### src/rtl/sram_bus_arbiter.sv
// sram_bus_arbiter: shares one SRAM port between ifetch (m0) and data (m1).
// Build option ARB_RR_EN: round-robin on contention, else m1 has priority.
module sram_bus_arbiter #(
    parameter int ADDR_W  = 32,
    parameter int DATA_W  = 32,
    parameter int TO_W    = 8,
    parameter int TIMEOUT = 200
) (
    input  logic              clk,
    input  logic              rst,
    input  logic              m0_ce_i,
    input  logic              m0_we_i,
    input  logic [ADDR_W-1:0] m0_addr_i,
    input  logic [DATA_W-1:0] m0_data_i,
    input  logic [3:0]        m0_sel_i,
    output logic [DATA_W-1:0] m0_data_o,
    output logic              m0_ack_o,
    output logic              m0_err_o,
    input  logic              m1_ce_i,
    input  logic              m1_we_i,
    input  logic [ADDR_W-1:0] m1_addr_i,
    input  logic [DATA_W-1:0] m1_data_i,
    input  logic [3:0]        m1_sel_i,
    output logic [DATA_W-1:0] m1_data_o,
    output logic              m1_ack_o,
    output logic              m1_err_o,
    output logic              sram_ce_o,
    output logic              sram_we_o,
    output logic [ADDR_W-1:0] sram_addr_o,
    output logic [DATA_W-1:0] sram_data_o,
    output logic [3:0]        sram_sel_o,
    input  logic              sram_ready_i,
    input  logic [DATA_W-1:0] sram_data_i
);

    localparam logic [1:0] S_IDLE = 2'd0;
    localparam logic [1:0] S_BUSY = 2'd1;
    localparam logic [1:0] S_REL  = 2'd2;

    localparam logic [TO_W-1:0] TO_LAST =
        TO_W'(TIMEOUT - 1);

    logic [1:0]        state;
    logic              owner;
    logic [TO_W-1:0]   cnt;
    logic              armed0;
    logic              armed1;
    logic              elig0;
    logic              elig1;
    logic              pick1;
    logic              done_ok;
    logic              done_to;
    logic              done;
    logic [DATA_W-1:0] rdata;

`ifdef ARB_RR_EN
    logic last_grant;
`endif

    assign elig0 = m0_ce_i && armed0;
    assign elig1 = m1_ce_i && armed1;

    assign done_ok = (state == S_BUSY) && sram_ready_i;
    assign done_to = (state == S_BUSY) && !sram_ready_i
                  && (TIMEOUT != 0) && (cnt == TO_LAST);
    assign done    = done_ok || done_to;

    // writes and timeouts hand back zero
    assign rdata = (done_ok && !sram_we_o) ? sram_data_i : '0;

    // choose m1 when it asks, unless round robin says m0's turn
    always_comb begin
        pick1 = elig1;
`ifdef ARB_RR_EN
        if (elig0 && elig1) begin
            pick1 = !last_grant;
        end
`endif
    end

`ifdef ARB_RR_EN
    // remember who last finished normally (1 = m1)
    always_ff @(posedge clk) begin
        if (!rst) begin
            last_grant <= 1'b1;
        end else if (done_ok) begin
            last_grant <= owner;
        end
    end
`endif

    // one grant per ce assertion: disarm on ack, re-arm when ce drops
    always_ff @(posedge clk) begin
        if (!rst) begin
            armed0 <= 1'b1;
            armed1 <= 1'b1;
        end else begin
            if (!m0_ce_i) begin
                armed0 <= 1'b1;
            end else if (done && !owner) begin
                armed0 <= 1'b0;
            end
            if (!m1_ce_i) begin
                armed1 <= 1'b1;
            end else if (done && owner) begin
                armed1 <= 1'b0;
            end
        end
    end

    // grant, hold the SRAM request, complete or time out, then gap a cycle
    always_ff @(posedge clk) begin
        if (!rst) begin
            state       <= S_IDLE;
            owner       <= 1'b0;
            cnt         <= '0;
            sram_ce_o   <= 1'b0;
            sram_we_o   <= 1'b0;
            sram_addr_o <= '0;
            sram_data_o <= '0;
            sram_sel_o  <= '0;
            m0_data_o   <= '0;
            m0_ack_o    <= 1'b0;
            m0_err_o    <= 1'b0;
            m1_data_o   <= '0;
            m1_ack_o    <= 1'b0;
            m1_err_o    <= 1'b0;
        end else begin
            m0_ack_o <= 1'b0;
            m0_err_o <= 1'b0;
            m1_ack_o <= 1'b0;
            m1_err_o <= 1'b0;
            unique case (state)
                S_IDLE: begin
                    if (elig0 || elig1) begin
                        sram_we_o   <= pick1 ? m1_we_i   : m0_we_i;
                        sram_addr_o <= pick1 ? m1_addr_i : m0_addr_i;
                        sram_data_o <= pick1 ? m1_data_i : m0_data_i;
                        sram_sel_o  <= pick1 ? m1_sel_i  : m0_sel_i;
                        sram_ce_o   <= 1'b1;
                        owner       <= pick1;
                        cnt         <= '0;
                        state       <= S_BUSY;
                    end
                end
                S_BUSY: begin
                    if (done) begin
                        if (owner) begin
                            m1_ack_o  <= 1'b1;
                            m1_err_o  <= done_to;
                            m1_data_o <= rdata;
                        end else begin
                            m0_ack_o  <= 1'b1;
                            m0_err_o  <= done_to;
                            m0_data_o <= rdata;
                        end
                        sram_ce_o <= 1'b0;
                        state     <= S_REL;
                    end else if (cnt != '1) begin
                        cnt <= cnt + 1'b1;
                    end
                end
                S_REL: begin
                    state <= S_IDLE;
                end
                default: begin
                    state <= S_IDLE;
                end
            endcase
        end
    end

endmodule
### config.mk
export PLATFORM = sky130hd
export DESIGN_NAME = sram_bus_arbiter
export DESIGN_NICKNAME = d
export VERILOG_FILES = /design/src/rtl/sram_bus_arbiter.sv
export SDC_FILE = /design/constraint.sdc
export NUM_CORES = 1
export LEC_CHECK = 0
export CORE_AREA = 2 2 121 123
export CTS_CLUSTER_DIAMETER = 120
export CTS_CLUSTER_SIZE = 16
export DETAILED_ROUTE_END_ITERATION = 8
export DIE_AREA = 0 0 123 125
export PLACE_DENSITY = 0.86
export SLEW_MARGIN = 30
export SYNTH_ARGS = -nofsm -noshare
export SYNTH_HDL_FRONTEND = slang
export SYNTH_SLANG_ARGS = --single-unit
### constraint.sdc
create_clock -name clk -period 3.25 [get_ports clk]
set_input_delay 0.325 -clock clk [delete_from_list [all_inputs] [get_ports clk]]
set_output_delay 0.325 -clock clk [all_outputs]
set_load 0.02 [all_outputs]
---- Word level (Yosys, flattened, before mapping) ----
Cells that the tools add are included.
word-level totals
  register bits ........................... 151
  bits of input ports ..................... 175
operators by class
  mux-type cells .......................... 17
  reduce and logical (&&, ||, !) cells .... 26
  bitwise operators ....................... 4
  equal/unequal tests ..................... 7
  add/subtract/negate cells ............... 1
operators with widths
  kind                   count
  $mux W32               3
  $mux W8                3
  $pmux W8 S2            1
  $reduce_and A3 Y1      4
  $add A8 B1 Y8 const B  1
  $eq A8 B8 Y1 const B   1
  $logic_and A1 B1 Y1    8
  $ne A8 B8 Y1 const B   1
  $reduce_and A2 Y1      4
  $reduce_and A4 Y1      2
  $ne A2 B2 Y1 const B   3
  $mux W1                5
  $mux W2                2
  $mux W4                1
  $not A1 Y1             4
  $pmux W2 S2            1
  $reduce_or A4 Y1       1
  $logic_not A1 Y1       3
  $eq A2 B1 Y1 const B   1
  $logic_not A2 Y1       1
  $logic_or A1 B1 Y1     2
  $ne A2 B1 Y1 const B   1
  $pmux W1 S2            1
  $reduce_bool A2 Y1     1

---- Longest topological paths before layout ----
Gate-level depths: netlist of the first run.
  depth after elaboration ................. 6
  depth in mapped cells ................... 7
  gate-level depth less buffers ........... 5

---- Worst setup path before layout of the first run ----
Ideal clock, no wire load.
  path kind ............................... flip-flop to flip-flop
  start point ............................. register cnt[0]
  end point ............................... register m0_data_o[0]
  required time ........................... 3.133 ns
  path buffers ............................ 1
  cell stages (with the launch flop) ...... 7
  arrival ................................. 1.573 ns
  library setup time ...................... 0.117 ns
  clock period less this slack ............ 1.690 ns
  slack ................................... 1.560 ns
  cells stage by stage .................... dfxtp_1 -> ha_1 -> and4_1 -> a21oi_2 -> o31a_4 -> buf_6 -> a32o_1
between the ends
  cells in the longest elaborated chain, start to end .. 4
RTL lines
  what                         RTL line  text
  start: declaration           45        logic [TO_W-1:0] cnt;
  start signal: assignment     160       cnt <= cnt + 1'b1;
  $eq A8 B8 Y1                 65        && (TIMEOUT != 0) && (cnt == TO_LAST);
  $logic_and A1 B1 Y1          65
  $logic_or A1 B1 Y1           66        assign done = done_ok || done_to;
  $reduce_and A3 Y1 (no line)  -
  end signal: assignment       155       m0_data_o <= rdata;
  end: declaration             16        output logic [DATA_W-1:0] m0_data_o,
Every way passes these cells.
A chain may end at the register's enable or synchronous reset.

---- Worst setup path in the final report of the first run ----
  start point ............................. register cnt[0]
  end point ............................... register m1_data_o[31]
between the ends
  cells in the longest elaborated chain, start to end .. 4
RTL lines
  what                         RTL line  text
  $eq A8 B8 Y1                 65
  $logic_and A1 B1 Y1          65
  $logic_or A1 B1 Y1           66
  $reduce_and A3 Y1 (no line)  -
  end signal: assignment       151       m1_data_o <= rdata;
  end: declaration             24        output logic [DATA_W-1:0] m1_data_o,
Every way passes these cells.

==> results.tsv, run 1 <==
metric	value	unit
status	finished, final reports clean	
grt_pass1_wl	32.3	mm
io_buffers	312	
route.detailed.drc	0	
async_flop_share	0	%
drv_slew	0	
swShare	28.7	%
ys.flop_type	dfxtp_1	
max_freq	0.531	GHz
synthesis.area	5960	sq um
path_buf_inv	0	
track_usage	26.9	%
tightest_slew	0.738	ns
gp_congestion	0.890	
numCtsBuffers	17	
overflow	0	
diodes	0	
drt-vias-per-instance	5.63	
cts_tree	built	
dieArea	15400	sq um
ys_top_cells_by_area	dfxtp_1, a32o_1, a311oi_1	
synth_top_area_share	50.7	%
pwr-share-seq	40.7	%
final_antenna_net_count	0	
drtPass1Iterations	5	
wl_per_cell	18.4	microns
arrival	2.20	ns
wirelength	20.4	mm
final_cell_mix	clkdlybuf4s50_1, dfxtp_1, nand3_1, nor2_1, nand2_1	
ys_seq_area_share	50.7	%
area_growth	62.7	%
mostFrequentLayoutCell	clkdlybuf4s50_1	
p_per_area	523	nW/um^2
htree_levels	4	
finalCriticalPeriod	1.88	ns
crit_family	compound AO/OA/AOI/OAI gates	
die_w	123	microns
drive_gt1_share	6.39	%
grt_start_max_net_pins	129	
cp_max_fo	32	
setup_viol	0	
start_util	41.9	%
avgSynthCellArea	9.38	sq um
p_leak	3.56	nW
endpoint_kind	flip-flop	
start_kind	flip-flop	
dp_hpwl	14.2	mm
final_util	68.2	%
p_switching	1.46	mW
drt_iter0_markers	347	
rsz0062_at_grt	false	
die_h	125	microns
p_int	3.61	mW
clock-sinks	151	
synth_seq_cells	151	
hold_violations	0	
crit_required	3.57	ns
cap_violations	0	
clk_pin_slew	0.06	ns
vias	6233	
grt_pass1_vias	6042	
antenna_found_initial	0	
clk_latency	0.43	ns
p_total	5.07	mW
io_pins	313	
final.period_utilization	58.0	%
crit_slowest_cell	o31a_4	
ys_warn_count	0	
cts_hold_buf	0	
synth_edf_count	0	
core-area	14200	sq um
cts_resized	0	
fin_skew	0.00928	ns
root_buffer	clkbuf_16	
pwr-share-comb	21.3	%
cts_buffer_depth	2	
fin_nets	1086	
setup-tns-final	0	ns
synthCells	635	
path_cells	ha_1, and4_1, a21oi_2, o31a_4, a32o_1	
vdd_drop_max	0.359	mV
synthesis.nets	811	
hold_class	input pin to flip-flop	
synth.distinct_cells	38	
criticalPathCategory	flip-flop to flip-flop	
synth_top_cell_by_area	dfxtp_1	
rows	44	
relSlewSlack	50.8	%
pwr-share-clk	38.1	%
cpPeakStageDelay	0.46	ns
cts_setup_buffers	0	
[per-stage QoR]
| stage | setup slack (ns) | hold slack [ns] | cells | instance area [sq um] |
|---|---|---|---|---|
| 2_1_floorplan | 1.56 | 0.397 | 635 | 5960 |
| 3_3_place_gp | 1.10 | 0.446 | 1075 | 9110 |
| 3_5_place_dp | 1.06 | 0.453 | 1075 | 9110 |
| 4_1_cts | 1.37 | 0.183 | 1107 | 9690 |
| 5_1_grt | 1.22 | 0.181 | 1107 | 9690 |
| 6_report | 1.37 | 0.189 | 1107 | 9690 |
[cell usage after synthesis, types with 3 or more instances]
master,count
dfxtp_1,151
nor2_1,77
nand2_1,75
nand3_1,75
a311oi_1,69
a32o_1,64
clkbuf_1,48
buf_2,13
nor3_1,8
buf_6,6
o21ai_0,4
o22a_1,4
a21oi_1,3
and3_1,3
nor3_2,3
[worst paths after layout]
| kind | slack, ns | cells after the start | from | endpoint |
|---|---|---|---|---|
| max | 1.37 | 5 | cnt[0] | m1_data_o[31] |
| min | 0.19 | 2 | m1_ce_i | armed1 |
| max reg2reg | 1.37 | 5 | cnt[0] | m1_data_o[31] |
| min reg2reg | 0.46 | 1 | m1_data_o[21] | m1_data_o[21] |
[area by class of cell]
cell class | count | area, sq um
fill | 1124 | 4510
multi-input combinational | 415 | 2640
sequential | 151 | 3020
timing repair buffer | 323 | 3210
tap | 184 | 230
clock buffer | 18 | 439
clock inverter | 14 | 140
inverter | 2 | 7.51
[cells by family (layout without fill, tap and decap cells)]
family          count (synthesis)  count (layout)  synth area share (%)
buf+inv                        69             357                  5.38
simple gates                  252             252                  18.9
compound gates                162             162                  24.7
flops                         151             151                  50.7
fa+ha+maj                       1               1                 0.210
[routing by layer]
layer  part of all wire [%]  up-vias  GRT usage (%)
li1                       -     2966              -
met1                     40     2967           31.8
met2                     49      242           44.2
met3                    6.6       58           8.03
met4                    4.4        0           12.8
met5                      0        -              0
[worst register-to-register path: cells and delay by family, from the launching register on]
kind | cells | cell delay [ns]
AOI/OAI and AO/OA | 3 | 0.88
DFF | 1 | 0.38
and+or+nand+nor | 1 | 0.29
adders and majority gates | 1 | 0.23
[sequential cells by signal (all words and copies together), names as in the netlist]
signal / flops
m0_err_o: 1
sram_ce_o: 1
sram_addr_o: 32
m0_ack_o: 1
m1_ack_o: 1
cnt: 8
sram_sel_o: 4
armed0: 1
sram_data_o: 32
armed1: 1
sram_we_o: 1
owner: 1
m1_err_o: 1
m0_data_o: 32
state: 2
m1_data_o: 32
[power by group through the flow]
stage | clock network [mW] | logic [mW] | registers (mW)
after floorplan | 0 | 0.364 | 2.25
after global placement | 0 | 1.06 | 2.09
after detailed placement | 0 | 1.07 | 2.10
after CTS | 1.95 | 1.08 | 2.06
after global routing | 2.05 | 1.15 | 2.07
final | 1.93 | 1.08 | 2.06
Power figures use the tool's default switching activity.
==> inputs of run 2 (changes only) <==
--- a/config.mk
+++ b/config.mk
@@ -5,12 +5,12 @@
 export SDC_FILE = /design/constraint.sdc
 export NUM_CORES = 1
 export LEC_CHECK = 0
-export CORE_AREA = 2 2 121 123
+export CORE_AREA = 2 2 132 134
 export CTS_CLUSTER_DIAMETER = 120
 export CTS_CLUSTER_SIZE = 16
 export DETAILED_ROUTE_END_ITERATION = 8
-export DIE_AREA = 0 0 123 125
-export PLACE_DENSITY = 0.86
+export DIE_AREA = 0 0 134 136
+export PLACE_DENSITY = 0.76
 export SLEW_MARGIN = 30
 export SYNTH_ARGS = -nofsm -noshare
 export SYNTH_HDL_FRONTEND = slang
==> constraint.sdc (replaced) <==
create_clock -name clk -period 1.65 [get_ports clk]
set_input_delay 0.165 -clock clk [delete_from_list [all_inputs] [get_ports clk]]
set_output_delay 0.165 -clock clk [all_outputs]
set_load 0.02 [all_outputs]
==> run 2 against run 1 <==
Critical path type unchanged; combinational power increased by 110%; critical path depth decreased by 2; critical endpoint is now m0_data_o[14]; global-route usage decreased by 3.6 points; clock skew decreased by 0.0020 ns; sequential share of layout area decreased by 1.6 points; final cell count increased by 7.0%; sequential cell count unchanged.
==> results.tsv, run 2 (same netlist as run 1, synthesis figures left out) <==
metric	value	unit	change
status	finished, final reports clean		
arrival	1.95	ns	-0.25 ns
vdd_drop_max	0.679	mV	+89%
clk_pin_slew	0.06	ns	about the same
cp_max_fo	16		-50%
cap_violations	0		unchanged
mostFrequentLayoutCell	clkdlybuf4s50_1		
die_w	134	microns	+8.9%
start_kind	flip-flop		
setup_viol	0		unchanged
critPathLaunch	state[0]		
overflow	0		unchanged
fill_cells	1402		+25%
drv_slew	0		unchanged
drt-vias-per-instance	5.42		-3.8%
p_leak	3.82	nW	+7.5%
min-delay-start	m1_ce_i		
setup-tns-final	0	ns	unchanged
io_buffers	312		unchanged
grt_start_max_net_pins	73		-43%
grt_pass1_wl	33.5	mm	+3.8%
tightest_slew	0.556	ns	-0.181 ns
hold_class	input pin to flip-flop		
cts_hold_buf	0		unchanged
gp_congestion	0.829		-6.9%
drtPass1Iterations	4		-1
r2r_slack	0.005	ns	-1.36 ns
core-area	16900	sq um	+19%
worstHoldEndpoint	armed1		
fin_skew	0.00724	ns	-0.00205 ns
max_freq	0.608	GHz	+15%
drt_iter0_markers	347		unchanged
p_per_area	1020	nW/um^2	+95%
crit_required	1.96	ns	-1.61 ns
hold_violations	0		unchanged
multi_input_area	2740	sq um	+3.9%
htree_levels	4		unchanged
clock-sinks	151		unchanged
dieArea	18200	sq um	+19%
endpoint_kind	flip-flop		
route.detailed.drc	0		unchanged
setup_slack	0.00502	ns	-1.36 ns
track_usage	23.3	%	-3.6 points
start_util	35.3	%	-6.6 points
final_cell_mix	clkdlybuf4s50_1, dfxtp_1, nand3_1, nor2_1, nand2_1		
fin_nets	1121		+3.2%
root_buffer	clkbuf_16		
die_h	136	microns	+8.8%
vias	6412		+2.9%
wl_per_cell	18.4	microns	about the same
area_growth	71.7	%	
rsz0062_at_grt	true		
cts_tree	built		
seq_area	3030	sq um	+0.12%
r2r-start	state[0]		
r2r-end	m0_data_o[14]		
reg2regPathDepth	3		-2
cts_buffer_depth	2		unchanged
grt_pass1_vias	6200		+2.6%
final.period_utilization	99.7	%	+42 points
clk_latency	0.42	ns	about the same
wirelength	21.8	mm	+7.0%
criticalPathCategory	flip-flop to flip-flop		
relSlewSlack	62.9	%	+12 points
finalCriticalPeriod	1.64	ns	-0.240 ns
detailedPlace.worstSlack	-0.290	ns	-1.35 ns
numCtsBuffers	17		unchanged
antenna_found_initial	0		unchanged
rows	48		+9.1%
io_pins	313		unchanged
holdPathStages	3		+1
final_antenna_net_count	0		unchanged
dp_hpwl	14.7	mm	+3.5%
drive_gt1_share	10.5	%	+4.2 points
==> run 2: cell count changes in the layout (fill, tap and decap cells not counted), sizes merged, moves of 2 or more <==
cell / delta
buf: +31
clkinv: -2
bufinv: +2
o31a: +4
==> run 2: stage by stage <==
step | hold slack, ns | cell area [sq um] | util, % | instances | total power [mW]
after detailed placement | 0.453 | 9480 | 56.2 | 1144 | 6.36
after global placement | 0.446 | 9480 | 56.2 | 1144 | 6.33
after global routing | 0.237 | 10200 | 60.6 | 1183 | 10.8
after floorplan | 0.237 | 5960 | - | 635 | 5.14
after CTS | 0.243 | 10200 | 60.4 | 1181 | 10.5
final | 0.221 | 10200 | 60.6 | 1184 | 10.4
==> run 2: area by class of cell <==
cell class | instances | area share [%]
sequential | 151 | 29.6
inverter | 2 | 0.0734
antenna | 1 | 0.0245
tap | 225 | 2.75
clock buffer | 17 | 4.16
clock inverter | 15 | 1.86
multi-input combinational | 419 | 26.8
timing repair buffer | 354 | 34.8
==> run 2: where the power goes <==
part / leakage (nW) / total [mW] / switching, mW / internal [mW]
Sequential: 1.24 / 4.06 / 0.149 / 3.91
Clock: 0.299 / 4.07 / 1.65 / 2.42
Combinational: 2.29 / 2.29 / 1.13 / 1.16
Total: 3.82 / 10.4 / 2.93 / 7.49
==> run 2: worst max-delay path, stage by stage (launching register included) <==
cell and delay, ns:
dfxtp_1 0.41, nand2b_1 0.34, o31a_4 0.54, a32o_1 0.24
==> run 2: metal layers <==
metal / track usage [%] / up-vias / wire (microns)
li1: - / 3051 / -
met1: 27.4 / 3056 / 8500
met2: 40.3 / 248 / 11200
met3: 5.89 / 57 / 1370
met4: 10.0 / 0 / 765
met5: 0 / - / 0
==> run 2: worst max path at each step <==
stage / end / cells past startpoint
final: m0_data_o[14] / 3
after detailed placement: sram_data_o[15] / 6
after floorplan: m0_data_o[0] / 5
after global placement: cnt[6] / 5
after CTS: m1_data_o[16] / 5
after global routing: cnt[6] / 4
==> run 2: what timing repair did <==
item	in CTS	in global routing
gates cloned	4	0
setup buffers	1	2
pin swaps	8	5
gates resized for setup	10	4
endpoints found under the setup margin	66	97
==> inputs of run 3 (changes only) <==
--- a/config.mk
+++ b/config.mk
@@ -11,6 +11,7 @@
 export DETAILED_ROUTE_END_ITERATION = 8
 export DIE_AREA = 0 0 134 136
 export PLACE_DENSITY = 0.76
+export SKIP_CTS_REPAIR_TIMING = 1
 export SLEW_MARGIN = 30
 export SYNTH_ARGS = -nofsm -noshare
 export SYNTH_HDL_FRONTEND = slang
==> run 3 against run 2 <==
Die area did not move; largest power group unchanged; highest routed layer unchanged; largest cell class unchanged; total power barely moved; via count fell by 0.20%; wire length fell by 0.32%; combinational power barely moved; critical path depth rose by 2; clock power barely moved; global-route usage fell by 1.1 points; sequential power barely moved; core utilization barely moved.
==> results.tsv, run 3 (same netlist as run 1, synthesis figures left out) <==
metric	value	unit	change
tightest_slew	0.458	ns	-0.0986 ns
vdd_drop_max	0.679	mV	-0.10%
fill_cells	1396		-0.43%
path_buf_inv	0		unchanged
fin_hold_ws	0.230	ns	+0.00921 ns
vias	6399		-0.20%
crit_slowest_cell	o31a_4		
wl_per_cell	18.4	microns	-0.23%
hold_class	input pin to flip-flop		
min-delay-start	m1_ce_i		
cap_violations	0		unchanged
die_w	134	microns	unchanged
relSlewSlack	69.5	%	+6.6 points
p_leak	3.84	nW	+0.37%
drv_slew	0		unchanged
setup_slack	0.0117	ns	+0.00663 ns
holdPathStages	3		unchanged
dieArea	18200	sq um	unchanged
drt-vias-per-instance	5.41		-0.12%
clock-sinks	151		unchanged
setup_viol	0		unchanged
gp_congestion	0.829		unchanged
hold_violations	0		unchanged
drt_iter0_markers	334		-3.7%
antenna_found_initial	0		unchanged
layoutNonFillerInstCount	1183		-0.084%
clk_pin_slew	0.07	ns	about the same
htree_levels	4		unchanged
core-area	16900	sq um	unchanged
final_antenna_net_count	0		unchanged
cpPeakStageDelay	0.45	ns	-0.09 ns
cts_tree	built		
cp_max_fo	8		-8
io_buffers	312		unchanged
criticalPathCategory	flip-flop to flip-flop		
path_cells	ha_4, and4_4, a21oi_4, o31a_4, a32o_1		
grt_pass1_vias	6065		-2.2%
r2r_slack	0.01	ns	about the same
finalCriticalPeriod	1.64	ns	-0.00663 ns
arrival	1.95	ns	about the same
reg2regPathDepth	5		+2
drtPass1Iterations	4		unchanged
r2r-end	m1_data_o[16]		
overflow	0		unchanged
dp_hpwl	14.7	mm	unchanged
drive_gt1_share	10.4	%	-0.093 points
mostFrequentLayoutCell	clkdlybuf4s50_1		
crit_family	compound AO/OA/AOI/OAI gates		
die_h	136	microns	unchanged
track_usage	22.2	%	-1.1 points
start_kind	flip-flop		
final.period_utilization	99.3	%	-0.40 points
grt_pass1_wl	32.2	mm	-4.0%
status	finished, final reports clean		
max_freq	0.610	GHz	+0.40%
fin_skew	0.0112	ns	+0.00400 ns
io_pins	313		unchanged
grt_start_max_net_pins	73		unchanged
endpoint_kind	flip-flop		
root_buffer	clkbuf_16		
area_growth	71.7	%	about the same
numCtsBuffers	17		unchanged
r2r-start	cnt[1]		
detailedPlace.worstSlack	-0.290	ns	unchanged
p_per_area	1020	nW/um^2	about the same
rows	48		unchanged
clk_latency	0.42	ns	about the same
start_util	35.3	%	unchanged
crit_required	1.96	ns	about the same
wirelength	21.7	mm	-0.32%
cts_buffer_depth	2		unchanged
route.detailed.drc	0		unchanged
dp.cells	1144		unchanged
fin_nets	1120		-0.089%
p_total	10.4	mW	about the same
worstHoldEndpoint	armed1		
rsz0062_at_grt	true		
final_cell_mix	clkdlybuf4s50_1, dfxtp_1, nand3_1, nor2_1, nand2_1		
run 3: cell types whose count changed in the layout (fill, tap and decap cells not counted), sizes merged:
cell	before	now
buf	43	42
clkdlybuf4s50	310	309
dlymetal6s2s	0	2
dlygate4sd2	1	0
run 3: layout make-up:
cell class / count / area (sq um) / area share [%]
Timing Repair Buffer: 353 / 3550 / 34.8
Sequential cell: 151 / 3030 / 29.6
Clock inverter: 15 / 190 / 1.86
Antenna cell: 1 / 2.50 / 0.0245
Multi-Input combinational cell: 419 / 2740 / 26.8
Inverter: 2 / 7.51 / 0.0734
Tap cell: 225 / 282 / 2.75
Clock buffer: 17 / 425 / 4.16
run 3: worst min-delay path, delay by kind of cell:
family,cells,cell delay [ns]
AND/OR/NAND/NOR,1,0.11
buffers and inverters,2,0.32
run 3: how the worst max path moves through the flow:
stage               slack (ns)         start              end  depth (start not counted)
finish                    0.01        cnt[1]    m1_data_o[16]                          5
global route             -0.05        cnt[1]     m0_data_o[2]                          5
CTS                      -0.07        cnt[3]    m1_data_o[16]                          4
detailed placement       -0.29       m0_ce_i  sram_data_o[15]                          6
global placement         -0.27  sram_ready_i           cnt[6]                          5
floorplan                0.007        cnt[3]     m0_data_o[0]                          5
run 3: power breakdown:
part	internal [mW]	total, mW	switching, mW
sequential	3.91	4.06	0.149
clock	2.42	4.07	1.65
combinational	1.16	2.29	1.13
run 3: per-layer routing:
layer  vias to the layer above  wire [microns]  GRT usage [%]  part of all wire (%)
li1                       3046               -              -                     -
met1                      3064            8580           25.9                    40
met2                       242           11200           39.1                    52
met3                        47            1260           5.22                   5.8
met4                         0             668           9.63                   3.1
met5                         -               0              0                     0
run 3: stage by stage:
step                      instance area, sq um  util (%)  setup TNS (ns)
final                                    10200      60.6               0
after global routing                     10200      60.6          -0.580
after CTS                                10100      59.8           -2.97
after detailed placement                  9480      56.2          -27.86
after global placement                    9480      56.2          -25.40
after floorplan                           5960         -               0
